<file path="src/rtl/usb_pkg.sv">
// Shared types for the USB host transaction path: packet kinds sent to the
// encoder and the transaction sequencer states.
package usb_pkg;

    typedef enum logic [1:0] {
        TX_TOKEN = 2'b00,
        TX_DATA0 = 2'b01,
        TX_ACK   = 2'b10
    } tx_kind_t;

    typedef enum logic [2:0] {
        ST_IDLE,
        ST_SEND_TOKEN,
        ST_SEND_DATA,
        ST_WAIT_RESP,
        ST_WAIT_DATA,
        ST_SEND_ACK,
        ST_DONE
    } txn_state_t;

    function automatic logic is_send(input txn_state_t s);
        return (s == ST_SEND_TOKEN) || (s == ST_SEND_DATA) || (s == ST_SEND_ACK);
    endfunction

    function automatic tx_kind_t kind_of(input txn_state_t s);
        case (s)
            ST_SEND_DATA: return TX_DATA0;
            ST_SEND_ACK:  return TX_ACK;
            default:      return TX_TOKEN;
        endcase
    endfunction

endpackage

</file>
<file path="src/rtl/usb_resp_timer.sv">
// Response timer: cleared on entry to a receive state, counts while enabled,
// flags timeout after exactly TIMEOUT_CYC enabled cycles and then saturates.
module usb_resp_timer #(
    parameter int TIMEOUT_CYC = 255
) (
    input  logic clock,
    input  logic reset,
    input  logic clr,
    input  logic en,
    output logic timeout
);

    localparam int TW = (TIMEOUT_CYC > 1) ? $clog2(TIMEOUT_CYC) : 1;
    localparam logic [TW-1:0] LAST = TW'(TIMEOUT_CYC - 1);

    logic [TW-1:0] r_count;

    always_ff @(posedge clock or posedge reset) begin
        if (reset) begin
            r_count <= '0;
        end else if (clr) begin
            r_count <= '0;
        end else if (en && (r_count != LAST)) begin
            r_count <= r_count + 1'b1;
        end
    end

    assign timeout = en && (r_count == LAST);

endmodule

</file>
<file path="src/rtl/usb_txn_ctrl.sv">
// Host-side USB transaction sequencer: issues token/data/handshake packets,
// waits for the device response with a timeout and retries failed attempts.
module usb_txn_ctrl
    import usb_pkg::*;
#(
    parameter int TIMEOUT_CYC = 255,
    parameter int MAX_RETRY   = 8,
    localparam int RW = (MAX_RETRY > 0) ? $clog2(MAX_RETRY + 1) : 1
) (
    input  logic          clock,
    input  logic          reset,
    input  logic          txn_start,
    input  logic          txn_is_in,
    output logic          tx_start,
    output logic [1:0]    tx_kind,
    input  logic          tx_done,
    output logic          host_sending,
    input  logic          ACK_rec,
    input  logic          NAK_rec,
    input  logic          DATA0_rec,
    input  logic          load_data,
    input  logic          crc_ok,
    output logic          txn_done,
    output logic          txn_ok,
    output logic [RW-1:0] retry_cnt
);

    localparam logic [RW-1:0] RETRY_LAST = RW'(MAX_RETRY);

    txn_state_t    r_state, w_state_next;
    logic          r_is_in, w_is_in_next;
    logic [RW-1:0] r_retry, w_retry_next;
    logic          r_ok, w_ok_next;
    logic          r_tx_start;
    tx_kind_t      r_tx_kind;
    logic          w_fail;
    logic          w_in_wait;
    logic          w_state_change;
    logic          w_enter_send;
    logic          w_timeout;

    assign w_in_wait      = (r_state == ST_WAIT_RESP) || (r_state == ST_WAIT_DATA);
    assign w_state_change = (w_state_next != r_state);
    assign w_enter_send   = w_state_change && is_send(w_state_next);

    usb_resp_timer #(
        .TIMEOUT_CYC (TIMEOUT_CYC)
    ) u_timer (
        .clock   (clock),
        .reset   (reset),
        .clr     (w_state_change),
        .en      (w_in_wait),
        .timeout (w_timeout)
    );

    always_comb begin
        w_state_next = r_state;
        w_is_in_next = r_is_in;
        w_retry_next = r_retry;
        w_ok_next    = r_ok;
        w_fail       = 1'b0;
        case (r_state)
            ST_IDLE: begin
                if (txn_start) begin
                    w_is_in_next = txn_is_in;
                    w_retry_next = '0;
                    w_state_next = ST_SEND_TOKEN;
                end
            end
            ST_SEND_TOKEN: begin
                if (tx_done) w_state_next = r_is_in ? ST_WAIT_RESP : ST_SEND_DATA;
            end
            ST_SEND_DATA: begin
                if (tx_done) w_state_next = ST_WAIT_RESP;
            end
            ST_WAIT_RESP: begin
                // Response priority is ACK > DATA0 > NAK > timeout.
                if (ACK_rec) begin
                    if (r_is_in) begin
                        w_fail = 1'b1;
                    end else begin
                        w_state_next = ST_DONE;
                        w_ok_next    = 1'b1;
                    end
                end else if (DATA0_rec) begin
                    if (r_is_in) w_state_next = ST_WAIT_DATA;
                    else         w_fail       = 1'b1;
                end else if (NAK_rec || w_timeout) begin
                    w_fail = 1'b1;
                end
            end
            ST_WAIT_DATA: begin
                if (load_data) begin
                    if (crc_ok) w_state_next = ST_SEND_ACK;
                    else        w_fail       = 1'b1;
                end else if (w_timeout) begin
                    w_fail = 1'b1;
                end
            end
            ST_SEND_ACK: begin
                if (tx_done) begin
                    w_state_next = ST_DONE;
                    w_ok_next    = 1'b1;
                end
            end
            ST_DONE: w_state_next = ST_IDLE;
            default: w_state_next = ST_IDLE;
        endcase

        if (w_fail) begin
            if (r_retry == RETRY_LAST) begin
                w_state_next = ST_DONE;
                w_ok_next    = 1'b0;
            end else begin
                w_retry_next = r_retry + 1'b1;
                w_state_next = ST_SEND_TOKEN;
            end
        end
    end

    always_ff @(posedge clock or posedge reset) begin
        if (reset) begin
            r_state    <= ST_IDLE;
            r_is_in    <= 1'b0;
            r_retry    <= '0;
            r_ok       <= 1'b0;
            r_tx_start <= 1'b0;
            r_tx_kind  <= TX_TOKEN;
        end else begin
            r_state    <= w_state_next;
            r_is_in    <= w_is_in_next;
            r_retry    <= w_retry_next;
            r_ok       <= w_ok_next;
            r_tx_start <= w_enter_send;
            if (w_enter_send) r_tx_kind <= kind_of(w_state_next);
        end
    end

    assign tx_start     = r_tx_start;
    assign tx_kind      = r_tx_kind;
    assign host_sending = !w_in_wait;
    assign txn_done     = (r_state == ST_DONE);
    assign txn_ok       = (r_state == ST_DONE) && r_ok;
    assign retry_cnt    = r_retry;

endmodule
</file>
<file path="config.mk">
export PLATFORM = sky130hd
export DESIGN_NAME = usb_txn_ctrl
export DESIGN_NICKNAME = d
export VERILOG_FILES = /design/src/rtl/usb_pkg.sv /design/src/rtl/usb_resp_timer.sv /design/src/rtl/usb_txn_ctrl.sv
export SDC_FILE = /design/constraint.sdc
export NUM_CORES = 1
export LEC_CHECK = 0
export BUFFER_PORTS_ARGS = -buffer_cell sky130_fd_sc_hd__buf_2
export CELL_PAD_IN_SITES_DETAIL_PLACEMENT = 1
export CELL_PAD_IN_SITES_GLOBAL_PLACEMENT = 1
export CORE_MARGIN = 2
export CORE_UTILIZATION = 41
export DETAILED_ROUTE_END_ITERATION = 12
export PLACE_DENSITY = 0.79
export RECOVER_POWER = 25
export SYNTH_ARGS = -nofsm -noshare
export SYNTH_HDL_FRONTEND = slang
export SYNTH_SLANG_ARGS = --single-unit
</file>
<file path="constraint.sdc">
create_clock -name clock -period 6.6 [get_ports clock]
set_clock_uncertainty 0.2 [all_clocks]
set_input_delay 0 -clock clock [delete_from_list [all_inputs] [get_ports clock]]
set_output_delay 0 -clock clock [all_outputs]
set_load 0.02 [all_outputs]
</file>
After elaboration in Yosys (flattened, before gate mapping)
Index checks and enable logic that the tools add are counted.
{"block": "word_totals", "in_bits": 10, "ff_bits": 20}
{"block": "classes", "reduce_logical": 12, "n_eq_ne": 13, "n_mux": 36, "add_sub_neg": 2}
{"operator": "3-bit two-way mux", "n": 12}
{"operator": "3-bit one-hot mux with 6 select lines", "n": 1}
{"operator": "4-bit two-way mux", "n": 4}
{"operator": "8-bit two-way mux", "n": 2}
{"operator": "1-bit two-way mux", "n": 14}
{"operator": "3-bit equality test, second input constant", "n": 4}
{"operator": "3-bit by 2-bit equality test with 1-bit output, second input constant", "n": 3}
{"operator": "8-bit by 1-bit adder with 8-bit output, second input constant", "n": 1}
{"operator": "8-bit equality test, second input constant", "n": 1}
{"operator": "8-bit inequality test, second input constant", "n": 1}
{"operator": "3-bit by 1-bit equality test with 1-bit output, second input constant", "n": 2}
{"operator": "4-bit by 1-bit adder with 4-bit output, second input constant", "n": 1}
{"operator": "4-bit equality test, second input constant", "n": 1}
{"operator": "1-bit logical AND", "n": 4}
{"operator": "1-bit logical OR", "n": 4}
{"operator": "1-bit one-hot mux with 2 select lines", "n": 2}
{"operator": "2-bit one-hot mux with 2 select lines", "n": 1}
{"operator": "3-bit logical NOT", "n": 1}
{"operator": "3-bit inequality test", "n": 1}
{"operator": "2-bit AND reduction", "n": 1}
{"operator": "2-bit nonzero test", "n": 1}
{"operator": "1-bit logical NOT", "n": 1}

Depth between registers and ports, before layout
Gate-level depths: netlist of the first run.
{"block": "logic_depth", "ltp_word": 13, "ltp_mapped": 9, "mapped_depth_nobuf": 9}

By module
A second synthesis of the first run with hierarchy kept.
{"block": "unflattened", "cells_unflattened": 156, "area_unflattened_um2": 1388.8}
{"module": "usb_txn_ctrl", "instances": 1, "area_per_inst_um2": 905.9, "cells_each": 106}
{"module": "usb_resp_timer", "instances": 1, "area_per_inst_um2": 483.0, "cells_each": 50}

Worst setup path after synthesis of the first run
Ideal clock, no wire load.
{"block": "synth_path", "kind": "flip-flop to flip-flop", "from": "reg r_state[0]", "to": "reg u_timer.r_count[1]", "setup_time_ns": 0.087, "required_time_ns": 6.313, "path_stages_with_launch": 9, "arrival_ns": 2.119, "path_slack_ns": 4.194, "period_less_slack_ns": 2.406, "path_cell_list": "dfrtp_1 > buf_4 > or3b_1 > nor4_4 > a211oi_2 > nand2b_4 > a2111oi_4 > nor2_2 > a211oi_2"}
{"block": "synth_via", "elab_chain_cells": 11, "word_cells_on_any_way": 31, "classes_between": "eq/ne: 6; mux: 19; reduce/logical: 6"}
{"element": "from (decl)", "line_no": "usb_txn_ctrl.sv:30", "rtl": "txn_state_t r_state, w_state_next;"}
{"element": "from (signal assigned)", "line_no": "usb_txn_ctrl.sv:130", "rtl": "r_state <= w_state_next;"}
{"element": "3-bit by 2-bit equality test with 1-bit output or 3-bit equality test (tied branches)", "line_no": "usb_txn_ctrl.sv:42, usb_txn_ctrl.sv:62"}
{"element": "1-bit logical OR", "line_no": "usb_txn_ctrl.sv:42", "rtl": "assign w_in_wait = (r_state == ST_WAIT_RESP) || (r_state == ST_WAIT_DATA);"}
{"element": "1-bit logical AND", "line_no": "usb_resp_timer.sv:28", "rtl": "assign timeout = en && (r_count == LAST);"}
{"element": "1-bit logical OR", "line_no": "usb_txn_ctrl.sv:88", "rtl": "end else if (NAK_rec || w_timeout) begin"}
{"element": "1-bit two-way mux", "line_no": "usb_txn_ctrl.sv:88"}
{"element": "1-bit two-way mux", "line_no": "usb_txn_ctrl.sv:85", "rtl": "end else if (DATA0_rec) begin"}
{"element": "1-bit two-way mux", "line_no": "usb_txn_ctrl.sv:78", "rtl": "if (ACK_rec) begin"}
{"element": "1-bit one-hot mux with 2 select lines", "line_no": "usb_txn_ctrl.sv:62", "rtl": "case (r_state)"}
{"element": "3-bit two-way mux", "line_no": "usb_txn_ctrl.sv:110", "rtl": "if (w_fail) begin"}
{"element": "3-bit inequality test", "line_no": "usb_txn_ctrl.sv:43", "rtl": "assign w_state_change = (w_state_next != r_state);"}
{"element": "8-bit two-way mux or 2-bit nonzero test (tied branches)"}
{"element": "to (signal assigned)", "line_no": "usb_resp_timer.sv:24", "rtl": "r_count <= r_count + 1'b1;"}
{"element": "to (decl)", "line_no": "usb_resp_timer.sv:16", "rtl": "logic [TW-1:0] r_count;"}
Several ways; a longest one is shown, not always the timed one.
A chain may end at the register's enable or synchronous reset.

Final worst setup path of the first run
{"block": "layout_path", "from": "reg u_timer.r_count[0]", "to": "reg u_timer.r_count[1]"}
{"block": "layout_via", "elab_chain_cells": 10, "word_cells_on_any_way": 17, "classes_between": "add/sub: 1; eq/ne: 3; mux: 9; reduce/logical: 4"}
{"element": "8-bit equality test", "line_no": "usb_resp_timer.sv:28"}
{"element": "1-bit logical AND", "line_no": "usb_resp_timer.sv:28"}
{"element": "1-bit logical OR", "line_no": "usb_txn_ctrl.sv:88"}
{"element": "1-bit two-way mux", "line_no": "usb_txn_ctrl.sv:88"}
{"element": "1-bit two-way mux", "line_no": "usb_txn_ctrl.sv:85"}
{"element": "1-bit two-way mux", "line_no": "usb_txn_ctrl.sv:78"}
{"element": "1-bit one-hot mux with 2 select lines", "line_no": "usb_txn_ctrl.sv:62"}
{"element": "3-bit two-way mux", "line_no": "usb_txn_ctrl.sv:110"}
{"element": "3-bit inequality test", "line_no": "usb_txn_ctrl.sv:43"}
{"element": "8-bit two-way mux or 2-bit nonzero test (tied branches)"}
Several ways; a longest one is shown, not always the timed one. The select of a mux whose other input is x is not followed.

==> flow_metrics.tcl, run 1 <==
set metrics [dict create \
    crit_slowest_cell "a211oi_2" \
    wl_met1_mm 1.45 \
    start_util 0.420 \
    setup.worst_path.start_class "flop" \
    numClockSinks 20 \
    grt_usage 0.203 \
    grt_pass1_wl_mm 5.24 \
    syn_area_um2 1250 \
    final_max_slew_viol_count 0 \
    cts_buffers 3 \
    antenna_found_initial 0 \
    ctsHtreeMaxLevel 1 \
    p_per_area_nw_per_um2 382 \
    status "finished, final reports clean" \
    worstSetupPathType "flop to flop" \
    area_growth_pct 15.0 \
    min_period_ns 2.83 \
    die_w_um 59.2 \
    drt_iter0_drc 29 \
    finalCritPeriodShare 0.429 \
    synth_seq_cells 20 \
    yosys.area.top_type "dfrtp_1" \
    synth_top_area_share 0.400 \
    cp.required_ns 6.63 \
    path_cells "inv_1 > ha_1 > nand3_1 > o21ai_0 > a211oi_2 > nor2_1 > a2111oi_2 > nor2_2 > a211oi_2" \
    via_count 1061 \
    overflow 0 \
    routed-wl-met3_um 89 \
    globalplace.congestion 0.906 \
    wl_per_cell_um 16.1 \
    highest_layer "met4" \
    drive_gt1_frac 0.157 \
    path_common_cell "a211oi_2" \
    clk_latency_ns 0.30 \
    rsz0062_at_grt "false" \
    hpwl_mm 2.41 \
    intPower_mw 0.285 \
    placement.io_buffers 19 \
    placed_cells 184 \
    instances_no_fill 192 \
    peakVddDrop_uv 159 \
    wl_mm 3.10 \
    rows 20 \
    postRouteAntennaNets 0 \
    ios 20 \
    ys_types 44 \
    syn_area_per_cell_um2 9.34 \
    cts_root_buffer "clkbuf_4" \
    diodes 0 \
    p_switching_mw 0.264 \
    fmax_mhz 353 \
    clkPwrFrac 0.107 \
    yosysWarnings 0 \
    pwr-share-seq 0.363 \
    synthCells 134 \
    power_mw 0.550 \
    combPwrFrac 0.530 \
    setup_violations 0 \
    path_clk_slew_ns 0.11 \
    vias_per_cell 5.53 \
    max-clock-path-buffers 2 \
    cellLeakagePower_nw 0.614 \
    worstPathArrival_ns 2.86 \
    slowest_delay_ns 0.60 \
    dieArea_um2 3510 \
    wl_met2_mm 1.50 \
    drv_cap 0 \
    design.core.area_um2 2980 \
    swShare 0.481 \
    tightestPinTransition_ns 0.776 \
    fin_setup_tns_ns 0 \
    synthesis.nets 148 \
    hold_viol_final 0 \
    path_max_fanout 10 \
    hold_path_class "primary input to flop" \
    relSlewSlack 0.482 \
    drc 0 \
    crit_path_end_kind "flop" \
    nets 175 \
    ys_top_cells_by_area "dfrtp_1, nor2_1, ha_1" \
    grt_max_degree 21 \
    synth_seq_area_share 0.400 \
    dieHeight_um 59.2 \
    drt-pass1-iter-count 4 \
    grt_pass1_vias 1142 \
    cts_tree "done" \
]
==> cells by family (layout without fill, tap and decap cells) <==
family	Yosys count	in the layout	synth area share
DFF	20	20	0.400
muxes	2	2	0.0170
xor gates and xnor gates	7	7	0.0490
buffers and inverters	11	36	0.0370
adders and majority gates	4	4	0.0400
AOI/OAI and AO/OA	29	29	0.176
and+or+nand+nor	61	61	0.281
==> synthesized netlist by cell type <==
library cell,n
a2111oi_2,1
a2111oi_4,1
a211oi_1,1
a211oi_2,2
a21boi_0,1
a21o_1,1
a21oi_1,7
a31oi_1,1
and2_0,1
and2_1,2
and3_1,3
and3b_1,1
and3b_2,1
and4_1,1
buf_2,1
buf_4,1
dfrtp_1,20
ha_1,4
inv_1,9
mux2_2,1
mux2i_1,1
nand2_1,6
nand2b_1,3
nand2b_4,1
nand3_1,7
nand3b_1,3
nand4_1,2
nand4b_1,1
nor2_1,21
nor2_2,1
nor2b_1,2
nor3_1,1
nor3b_1,1
nor3b_2,1
nor4_4,1
o211ai_1,2
o21ai_0,6
o21ai_1,1
o21bai_1,1
o221ai_1,1
o31ai_1,3
or3b_1,1
xnor2_1,5
xor2_1,2
==> cells in the final DEF (no fill, tap or decap), types with 3 or more instances in the layout <==
cell type	count
nand2b_1	3
a21oi_1	7
o21ai_0	6
nand2_1	6
nor2_1	21
nand3b_1	3
dfrtp_1	20
dlygate4sd3_1	5
and3_1	3
buf_2	12
nand3_1	7
clkbuf_4	3
xnor2_1	5
inv_1	9
ha_1	4
clkbuf_1	7
o31ai_1	3
==> sequential cells by signal, indices dropped and copies added, names as in the netlist, named ones only <==
signal           flops
tx_kind              2
r_state              3
r_is_in              1
r_ok                 1
retry_cnt            3
tx_start             1
u_timer.r_count      8
==> worst max-delay path, delay by kind of cell (launching register included) <==
family,cells,cell delay (ns)
compound gates,4,1.35
simple gates,3,0.53
flops,1,0.42
fa+ha+maj,1,0.19
buf+inv,1,0.06
==> area by class of cell <==
cell class | count | area [µm²]
sequential | 20 | 500
multi-input combinational | 103 | 704
tap | 33 | 41.3
clock buffer | 3 | 22.5
fill | 353 | 1540
timing repair buffer | 24 | 136
inverter | 9 | 33.8
==> power by group through the flow <==
| stage | Combinational, mW | Sequential [mW] | Clock [mW] |
|---|---|---|---|
| finish | 0.291 | 0.200 | 0.0589 |
| CTS | 0.299 | 0.199 | 0.0606 |
| detailed placement | 0.292 | 0.201 | 0 |
| floorplan | 0.215 | 0.197 | 0 |
| global route | 0.325 | 0.206 | 0.0642 |
| global placement | 0.280 | 0.200 | 0 |
==> final timing paths <==
kind,startpoint,to,slack [ns],cells after the start
setup / recovery,u_timer.r_count[0],u_timer.r_count[1],3.77,9
hold / removal,ACK_rec,r_ok,0.03,5
setup reg to reg,u_timer.r_count[0],u_timer.r_count[1],3.77,9
hold reg to reg,r_ok,r_ok,0.31,2
max in group asynchronous,reset,tx_kind[0],5.55,3
min in group asynchronous,reset,u_timer.r_count[4],0.16,3
==> layer usage <==
| metal | GRT usage | vias up |
|---|---|---|
| li1 | - | 523 |
| met1 | 0.271 | 509 |
| met2 | 0.339 | 24 |
| met3 | 0.0197 | 5 |
| met4 | 0.0779 | 0 |
| met5 | 0 | - |
==> what timing repair did <==
| item | 4_1_cts | 5_1_grt |
|---|---|---|
| gates resized for setup | 0 | 0 |
| hold buffers | 5 | 0 |
| hold endpoints to repair | 24 | 0 |
| setup buffers | 0 | 0 |
==> stage by stage <==
step	hold slack (ns)	setup slack [ns]	util	area (µm²)
5_1_grt	0.0939	3.56	0.483	1440
3_3_place_gp	-0.0367	3.97	0.462	1380
6_report	0.0314	3.77	0.483	1440
2_1_floorplan	-0.236	4.19	-	1250
4_1_cts	0.0407	3.76	0.486	1450
3_5_place_dp	-0.0213	3.84	0.462	1380
(Power assumes the default switching activity.)
==> inputs of run 2 (changes only) <==
Settings changed: ABC_AREA set to 1, PLACE_DENSITY 0.79 to 0.81.
Clock period 6.6 ns to 2.8 ns, I/O delays scaled along.
==> flow_metrics.tcl, run 2 <==
set metrics [dict create \
    status "finished, final reports clean" \
    layout_common_cells "nand2_1, inv_1, nor2_1, dfrtp_1, nand3_1" \
    fin_hold_ws_ns 0.0186 \
    diodes 0 \
    fmax_mhz 443 \
    syn_area_um2 1310 \
    dp_slack_ns 0.558 \
    largest_register "u_timer.r_count" \
    largest_reg_flops 8 \
    overflow 0 \
    dieHeight_um 60.5 \
    die_w_um 60.5 \
    rrSetupSlack_ns 0.54 \
    rows 20 \
    relSlewSlack 0.485 \
    drt-pass1-iter-count 4 \
    path_clk_slew_ns 0.12 \
    globalplace.congestion 0.811 \
    async_flop_share 1.00 \
    hpwl_mm 2.52 \
    design.core.area_um2 3050 \
    synth_seq_area_share 0.382 \
    final_common_cell "nand2_1" \
    grt_pass1_wl_mm 5.30 \
    instances_no_fill 241 \
    p_per_area_nw_per_um2 930 \
    syn_area_per_cell_um2 7.84 \
    peakVddDrop_uv 500 \
    final_util 0.516 \
    wl_per_cell_um 12.7 \
    synthesis.nets 181 \
    yosys.area.top_type "dfrtp_1" \
    fin_setup_tns_ns 0 \
    vias_per_cell 4.70 \
    nFillCells 403 \
    drt_iter0_drc 16 \
    start_util 0.429 \
    cts_root_buffer "clkbuf_4" \
    cts_tree "done" \
    tightestPinTransition_ns 0.772 \
    ctsHtreeMaxLevel 1 \
    ys_top_cells_by_area "dfrtp_1, nand2_1, inv_1" \
    placed_cells 230 \
    ys.flop_type "dfrtp_1" \
    ios 20 \
    rsz0062_at_grt "false" \
    hold_viol_final 0 \
    finalCritPeriodShare 0.805 \
    ys_types 24 \
    yosysWarnings 0 \
    fin_ws_ns 0.545 \
    place_area_um2 1460 \
    antenna_found_initial 0 \
    path_cells "inv_1 > ha_1 > inv_1 > nor2_1 > nand2_2 > a21oi_1 > nand2_2 > nand2_4 > nand2_4 > nand2_2 > nand2_2 > nand3_4 > nand2_4 > nand2_1 > nand2_1" \
    synthCells 167 \
    cellLeakagePower_nw 0.806 \
    grt_usage 0.196 \
    hold_path_class "primary input to flop" \
    crit_path_end_kind "flop" \
    postLayoutCellArea_um2 1570 \
    setup_violations 0 \
    power_mw 1.46 \
    worstPathArrival_ns 2.27 \
    drc 0 \
    synth_edf_count 0 \
    path_common_cell "nand2_2" \
    area_growth_pct 20.2 \
    setup.worst_path.start_class "flop" \
    numClockSinks 20 \
    via_count 1132 \
    slowest_delay_ns 0.46 \
    post-cts-setup-buffers 0 \
    postRouteAntennaNets 0 \
    synth_common_cells "nand2_1, inv_1, nor2_1" \
    cts_buffers 3 \
    wl_mm 3.05 \
    synth_top_area_share 0.382 \
    cp.required_ns 2.81 \
    min_period_ns 2.26 \
    drive_gt1_frac 0.218 \
    grt_max_degree 21 \
    path_max_fanout 10 \
    synth_seq_cells 20 \
    dieArea_um2 3660 \
    nets 212 \
    crit_slowest_cell "dfrtp_1" \
    drv_cap 0 \
    placement.io_buffers 19 \
    yosysMostFrequentCell "nand2_1" \
    max-clock-path-buffers 2 \
    clk_latency_ns 0.31 \
    grt_pass1_vias 1202 \
    final_max_slew_viol_count 0 \
    worstSetupPathType "flop to flop" \
]
[run 2: cell count changes after synthesis, moves of 6 or more]
cell | before | now
nand2_1 | 6 | 32
inv_1 | 9 | 26
nand3_1 | 7 | 17
nand2_4 | 0 | 6
nand2_2 | 0 | 11
[run 2: metal layers]
layer,GRT usage,share of wire,wire length (µm)
met3,0.0448,0.024,73
met2,0.385,0.57,1730
met5,0,0,0
met1,0.219,0.40,1230
met4,0.0280,0.0043,13
[run 2: path summary, 6_finish.rpt]
kind,startpoint,endpoint,cells past startpoint
min reg2reg,r_ok,r_ok,1
max reg2reg,u_timer.r_count[0],tx_kind[1],15
min in group asynchronous,reset,tx_kind[1],3
min,DATA0_rec,flop,6
max in group asynchronous,reset,r_state[1],3
max,u_timer.r_count[0],tx_kind[1],15
[run 2: cell families after synthesis]
group | count (synthesis) | synth area share
AO/OA/AOI/OAI | 9 | 0.0382
XOR/XNOR | 6 | 0.0401
adder cells (fa/ha/maj) | 4 | 0.0382
buffers and inverters | 28 | 0.0802
flip-flops | 20 | 0.382
multiplexers | 1 | 0.00764
AND/OR/NAND/NOR | 99 | 0.414
[run 2: what timing repair did]
item,4_1_cts,5_1_grt
hold buffers,6,1
endpoints found under the hold margin,23,1
gates resized for setup,0,0
[run 2: critical path, delay by kind of cell (launching register included)]
family          cells  cell delay, ns
simple gates       11            1.03
buf+inv             2            0.14
fa+ha+maj           1            0.17
flops               1            0.46
compound gates      1            0.16
[run 2: cell type report]
class | instances | area (µm²) | area share
clock inverters | 1 | 30.0 | 0.0191
well taps | 44 | 55.1 | 0.0350
repair buffers | 26 | 156 | 0.0994
clock buffers | 3 | 22.5 | 0.0143
multi-input cells | 119 | 704 | 0.448
inverters | 28 | 105 | 0.0668
flip-flops and latches | 20 | 500 | 0.318
[run 2: report_power, final]
group / switching [mW] / internal, mW / total [mW]
sequential: 0.0801 / 0.364 / 0.444
clock: 0.0915 / 0.145 / 0.236
combinational: 0.527 / 0.257 / 0.784
total: 0.699 / 0.766 / 1.46
==> inputs of run 3 (changes only) <==
Settings changed: ABC_AREA 1 to 0, CORE_UTILIZATION 41 to 38, PLACE_DENSITY 0.81 to 0.77.
Clock period 2.8 ns to 2 ns, I/O delays scaled along.
==> flow_metrics.tcl, run 3 (synthesis gave the netlist of run 1 again) <==
set metrics [dict create \
    setup.worst_path.start_class "flop" \
    relSlewSlack 0.468 \
    via_count 1306 \
    wl_per_cell_um 16.8 \
    wl_mm 4.24 \
    clkPwrFrac 0.134 \
    drt-pass1-iter-count 5 \
    peakVddDrop_uv 824 \
    dp_slack_ns -0.467 \
    cts_tree "done" \
    largest_reg_flops 8 \
    worstPathArrival_ns 2.53 \
    path_max_fanout 6 \
    grt_usage 0.238 \
    final_util 0.626 \
    ctsHtreeMaxLevel 1 \
    worstSetupPathType "flop to flop" \
    placement.io_buffers 19 \
    area_growth_pct 55.3 \
    rows 20 \
    finalCritPeriodShare 1.24 \
    pwr-share-seq 0.225 \
    dieHeight_um 61.4 \
    postRouteAntennaNets 0 \
    max-clock-path-buffers 2 \
    tightestPinTransition_ns 0.797 \
    numClockSinks 20 \
    final_max_slew_viol_count 0 \
    rsz0062_at_grt "true" \
    cellLeakagePower_nw 0.914 \
    cts_buffers 3 \
    final_common_cell "buf_4" \
    hold_path_class "primary input to flop" \
    grt_pass1_vias 1405 \
    violations "negative setup slack" \
    diodes 0 \
    ios 20 \
    drt_iter0_drc 66 \
    intPower_mw 1.52 \
    nets 224 \
    fin_hold_ws_ns 0.0239 \
    swShare 0.422 \
    drv_cap 0 \
    fin_ws_ns -0.488 \
    design.core.area_um2 3100 \
    start_util 0.403 \
    min_period_ns 2.49 \
    clk_latency_ns 0.32 \
    grt_pass1_wl_mm 6.49 \
    largest_register "u_timer.r_count" \
    fmax_mhz 402 \
    status "finished, violations left" \
    vias_per_cell 5.16 \
    crit_path_end_kind "flop" \
    p_switching_mw 1.11 \
    path_clk_slew_ns 0.13 \
    cts_root_buffer "clkbuf_4" \
    power_mw 2.63 \
    overflow 0 \
    p_per_area_nw_per_um2 1350 \
    grt_max_degree 21 \
    drive_gt1_frac 0.435 \
    die_w_um 61.4 \
    setup_violations 19 \
    combPwrFrac 0.640 \
    dieArea_um2 3770 \
    postLayoutCellArea_um2 1940 \
    drc 0 \
    hold_viol_final 0 \
    hpwl_mm 3.01 \
    cp.required_ns 2.04 \
    antenna_found_initial 0 \
    place_area_um2 1700 \
    layout_common_cells "buf_4, dfrtp_1, nor2_1, buf_2, inv_1" \
    globalplace.congestion 0.817 \
]
-- run 3: what timing repair did --
action / CTS / global route
endpoints found under the hold margin: 23 / 0
gates resized for setup: 2 / 15
setup endpoints to repair: 19 / 20
setup buffers: 1 / 9
pin swaps: 1 / 3
hold buffers: 5 / 0
-- run 3: area by class of cell --
| type | instances | area (µm²) |
|---|---|---|
| fill | 380 | 1160 |
| tap | 44 | 55.1 |
| clock inverter | 1 | 30.0 |
| clock buffer | 3 | 22.5 |
| multi-input combinational | 103 | 783 |
| inverter | 9 | 33.8 |
| timing repair buffer | 73 | 518 |
| sequential | 20 | 500 |
-- run 3: critical path: stages, from the launching register on --
cell and delay (ns):
dfrtp_1 0.43, buf_4 0.16, and3b_1 0.20, and3_4 0.21, buf_4 0.14, a211oi_4 0.32
buf_4 0.17, buf_6 0.12, nor2_4 0.04, a21oi_2 0.14, a211oi_2 0.10, o21ai_1 0.18
-- run 3: per-stage QoR --
| stage | TNS, ns | instances |
|---|---|---|
| finish | -7.00 | 253 |
| global route | -8.68 | 253 |
| CTS | -5.96 | 244 |
| detailed placement | -4.89 | 234 |
| global placement | -3.43 | 234 |
| floorplan | -3.62 | 134 |
-- run 3: final timing paths --
path                                 start                  to  slack, ns  cells past startpoint
worst max-delay path            r_state[0]          tx_kind[1]      -0.49                     11
worst min-delay path             load_data          r_state[0]       0.02                      4
worst max register to register  r_state[0]          tx_kind[1]      -0.49                     11
worst min register to register        r_ok                r_ok       0.33                      2
max in group asynchronous            reset  u_timer.r_count[0]       0.95                      3
min in group asynchronous            reset            tx_start       0.15                      3
-- run 3: metal layers --
layer  global-route usage  routed length [µm]
met1                0.288                1810
met2                0.444                2220
met3               0.0231                 127
met4               0.0699                  80
met5                    0                   0
-- run 3: power by group through the flow --
stage	registers [mW]	clock network [mW]	logic [mW]
after CTS	0.585	0.348	1.46
final	0.592	0.353	1.68
after global placement	0.582	0	1.34
after global routing	0.602	0.376	1.81
after floorplan	0.652	0	0.754
after detailed placement	0.595	0	1.40
